### config.mk
export PLATFORM = sky130hd
export DESIGN_NAME = jk_mod_counter
export DESIGN_NICKNAME = d
export VERILOG_FILES = /design/src/rtl/jk_pkg.sv /design/src/rtl/jk_ff.sv /design/src/rtl/jk_mod_counter.sv
export SDC_FILE = /design/constraint.sdc
export NUM_CORES = 1
export LEC_CHECK = 0
export BUFFER_PORTS_ARGS = -buffer_cell sky130_fd_sc_hd__buf_2
export CORE_MARGIN = 2
export CORE_UTILIZATION = 47
export DETAILED_ROUTE_END_ITERATION = 6
export PLACE_DENSITY = 0.74
export RECOVER_POWER = 50
export SYNTH_ARGS = -nofsm -noshare
export SYNTH_HDL_FRONTEND = slang
export SYNTH_HIERARCHICAL = 1
export SYNTH_SLANG_ARGS = --single-unit
### constraint.sdc
create_clock -name clk -period 2.15 [get_ports clk]
set_input_delay 0.215 -clock clk [delete_from_list [all_inputs] [get_ports clk]]
set_output_delay 0.215 -clock clk [all_outputs]
set_load 0.01 [all_outputs]
### src/rtl/jk_pkg.sv
// Shared definitions for the JK flip-flop based counter blocks.
package jk_pkg;

    localparam logic DIR_UP = 1'b1;
    localparam logic DIR_DN = 1'b0;

    // Clamp a parallel-load value into the legal count range 0..modulo-1.
    function automatic int unsigned sat_load(input int unsigned val, input int unsigned modulo);
        return (val < modulo) ? val : modulo - 1;
    endfunction

endpackage

### src/rtl/jk_ff.sv
// Single JK flip-flop with asynchronous active-low reset.
module jk_ff (
    input  logic clk,
    input  logic reset,
    input  logic j,
    input  logic k,
    output logic q,
    output logic q_bar
);

    // Classic JK behaviour: 00 hold, 01 clear, 10 set, 11 toggle.
    always_ff @(posedge clk or negedge reset) begin
        if (!reset) begin
            q <= 1'b0;
        end else begin
            case ({j, k})
                2'b00:   q <= q;
                2'b01:   q <= 1'b0;
                2'b10:   q <= 1'b1;
                default: q <= ~q;
            endcase
        end
    end

    assign q_bar = ~q;

endmodule

### src/rtl/jk_mod_counter.sv
// Modulo-N up/down counter built from toggle-driven JK flip-flops.
module jk_mod_counter
    import jk_pkg::*;
#(
    parameter int WIDTH  = 4,
    parameter int MODULO = 10
) (
    input  logic             clk,
    input  logic             reset,
    input  logic             en,
    input  logic             up_dn,
    input  logic             load,
    input  logic [WIDTH-1:0] load_val,
    output logic [WIDTH-1:0] count,
    output logic             tc,
    output logic             wrap
);

    localparam logic [WIDTH-1:0] MAX_CNT  = WIDTH'(MODULO - 1);
    localparam logic [WIDTH-1:0] ZERO_CNT = '0;
    localparam logic [WIDTH-1:0] ONE_CNT  = WIDTH'(1);

    // Reject a modulo that does not fit the counter width.
    generate
        if ((MODULO < 2) || (MODULO > (2 ** WIDTH))) begin : gBadModulo
            $error("jk_mod_counter: MODULO must satisfy 2 <= MODULO <= 2**WIDTH");
        end
    endgenerate

    logic [WIDTH-1:0] count_d;
    logic [WIDTH-1:0] loadSat;
    logic [WIDTH-1:0] jkToggle;
    logic [WIDTH-1:0] unusedQbar;
    logic             wrap_d;
    logic             wrap_q;

    assign loadSat = WIDTH'(sat_load(32'(load_val), MODULO));

    // Next count and wrap flag: load beats enable, enable beats hold.
    always_comb begin
        count_d = count;
        wrap_d  = 1'b0;
        if (load) begin
            count_d = loadSat;
        end else if (en) begin
            if (up_dn == DIR_UP) begin
                if (count == MAX_CNT) begin
                    count_d = ZERO_CNT;
                    wrap_d  = 1'b1;
                end else begin
                    count_d = count + ONE_CNT;
                end
            end else begin
                if (count == ZERO_CNT) begin
                    count_d = MAX_CNT;
                    wrap_d  = 1'b1;
                end else begin
                    count_d = count - ONE_CNT;
                end
            end
        end
    end

    // Each bit flips only where the next count differs, so J and K are always equal.
    assign jkToggle = count_d ^ count;

    generate
        for (genvar i = 0; i < WIDTH; i++) begin : gBit
            jk_ff uBit (
                .clk   (clk),
                .reset (reset),
                .j     (jkToggle[i]),
                .k     (jkToggle[i]),
                .q     (count[i]),
                .q_bar (unusedQbar[i])
            );
        end
    endgenerate

    // One-cycle wrap pulse, recomputed every edge.
    always_ff @(posedge clk or negedge reset) begin
        if (!reset) begin
            wrap_q <= 1'b0;
        end else begin
            wrap_q <= wrap_d;
        end
    end

    assign wrap = wrap_q;

    assign tc = en & ~load & (((up_dn == DIR_UP) & (count == MAX_CNT)) |
                              ((up_dn == DIR_DN) & (count == ZERO_CNT)));

endmodule

==> flow_summary.yaml <==
clock_network:
  clock-sinks: 5
  htree_levels: 1
  clk_latency_ps: 250
  cts.root.buffer_cell: "clkbuf_4"
  numCtsBuffers: 3
  cts_tree: "done"
  clkTransAtPathRegs_ps: 40
  clockBufferDepth: 2
worst_setup_path:
  cp_slowest_cell: "or4_1"
  worstSetupStartpointType: "flip-flop"
  critPathRequiredTime_ps: 2310
  critPathCaptureType: "flip-flop"
  critical_path_depth: 8
  cp_cell_sequence: "or4_1 > o221a_1 > a21oi_2 > o31a_1 > inv_2 > ha_4 > nor2b_4 > o31ai_2"
  reg2reg_from: "gBit[0].uBit/q$_DFFE_PN0P_"
  path_max_fanout: 3
  critPathMaxStageDelay_ps: 500
  reg2reg_slack_ps: -30
  r2r-end: "gBit[2].uBit/q$_DFFE_PN0P_"
  startpoint: "gBit[0].uBit/q$_DFFE_PN0P_"
  worstPathArrival_ps: 2340
  cpLargestDelayFamily: "compound AO/OA/AOI/OAI gates"
  critPathBufInv: 1
  crit_path_end: "gBit[2].uBit/q$_DFFE_PN0P_"
  worstRegToRegCells: 8
  crit_type: "flip-flop to flip-flop"
power_and_ir_drop:
  power_leakage_nw: 0.461
  max-vdd-ir-drop_v: 0.000898
  p_sw_share_pct: 44.7
  intPower_w: 0.000852
  total_power_w: 0.00154
  cellPowerDensity_mw_per_mm2: 1530
  seq_power_share_pct: 11.7
  p_sw_w: 0.000689
  p_clk_share_pct: 7.4
  share_comb_of_total_power_pct: 80.9
global_route:
  antenna_found_initial: 0
  grt_overflow: 0
  grt_usage_pct: 23.6
  grt_pass1_vias: 696
  grt_first_pass_wirelength_um: 3170
  grt_start_max_net_pins: 15
drt:
  wl_met3_um: 101
  vias_per_cell: 5.64
  ant_nets: 0
  wl_per_cell_um: 13.8
  top_layer: "met4"
  drcViolationCount: 0
  wl_met1_um: 808
  drt_pass1_iterations: 4
  vias: 762
  wl_met2_um: 912
  drtIter0Drc: 18
  routed_wl_um: 1860
timing:
  hold_viol: 0
  fin_crit_ps: 2180
  finalCritPeriodShare_pct: 101
  timing.fmax_ghz: 0.459
  slew_viol_final: 0
  worstMarginPinSlew_ps: 528
  setup_viol: 1
  slew_headroom_pct: 63.9
  setup_ws_ps: -26.6
  rsz0062_at_grt: "true"
  finalClockSkew_ps: 1.33
final_layout:
  diodes: 0
  fin_util_pct: 75.6
  fin_nets: 138
  area.growth.synth_to_final_pct: 47.6
  layout_common_cells: "buf_4 (13), buf_2 (12), nand2_1 (10), nor2b_1 (8)"
  layout_commonest_cell: "buf_4"
  layout-drive-gt1-share_pct: 42.5
placed_design:
  gp_congestion: 0.825
  place.port_buffers: 14
  dpl.hpwl_um: 1300
worst_hold_path:
  hp-class: "input pin to asynchronous set/reset pin"
synthesis:
  syn-num-nets: 106
  ys_warn_count: 6
  netlist_area_um2: 683
  syn_area_per_cell_um2: 7.68
  netlist_instances: 89
floorplan:
  fp.dieW_um: 42.1
  die-area_mm2: 0.00177
  rows: 13
  dieHeight_um: 42.1
  num_io_pins: 15
  start_util_pct: 51.2
  core_area_mm2: 0.00133
outcome:
  status: "finished with violations"
  violations: "negative setup slack"
run:
  maxCapViolations: 0
-- state kept, by name (all words and copies together) (netlist names) --
| signal | count |
|---|---|
| gBit.uBit/q | 4 |
| wrap | 1 |
-- layout make-up --
type / count / area, um2
Multi-Input combinational cell: 71 / 596
Fill cell: 97 / 325
Timing Repair Buffer: 31 / 209
Sequential cell: 5 / 125
Inverter: 9 / 33.8
Clock buffer: 4 / 26.3
Tap cell: 15 / 18.8
-- timing repair --
item,CTS,global route
hold endpoints to repair,5,0
hold buffers,1,0
endpoints found under the setup margin,2,3
resized for setup,14,8
setup buffers,1,0
pin swaps,10,3
-- how the worst min path moves through the flow --
stage / start / end / slack [ps] / cells past startpoint
global placement: reset / gBit[1].uBit/q$_DFFE_PN0P_ / 40 / 1
detailed placement: reset / gBit[1].uBit/q$_DFFE_PN0P_ / 40 / 1
CTS: reset / gBit[1].uBit/q$_DFFE_PN0P_ / 310 / 2
global route: reset / gBit[1].uBit/q$_DFFE_PN0P_ / 390 / 2
floorplan: reset / gBit[0].uBit/q$_DFFE_PN0P_ / -80 / 0
finish: reset / gBit[1].uBit/q$_DFFE_PN0P_ / 360 / 2
-- power groups by stage --
stage,Clock (W),Sequential (W),Combinational [W]
after floorplan,0,0.000211,0.000643
after global placement,0,0.000175,0.000956
after detailed placement,0,0.000177,0.000998
after CTS,0.000115,0.000176,0.00114
after global routing,0.000125,0.000184,0.00138
final,0.000114,0.000180,0.00125
-- metrics by stage --
stage          instances  TNS (ps)  hold WS [ps]  cell area, um2  setup slack [ps]
3_5_place_dp         129      -144          41.0             870              -114
2_1_floorplan         89      -153         -80.6             693             -85.0
5_1_grt              135      -235           385            1010              -125
6_report             135     -26.6           362            1010             -26.6
3_3_place_gp         129     -26.0          39.1             870             -17.2
4_1_cts              135     -44.0           311             966             -32.5
-- layer usage --
metal	vias to the layer above	global-route usage [%]
li1	379	-
met4	0	11.3
met3	4	4.31
met5	-	0
met2	24	36.9
met1	355	31.3
Power figures use the tool's default switching activity.
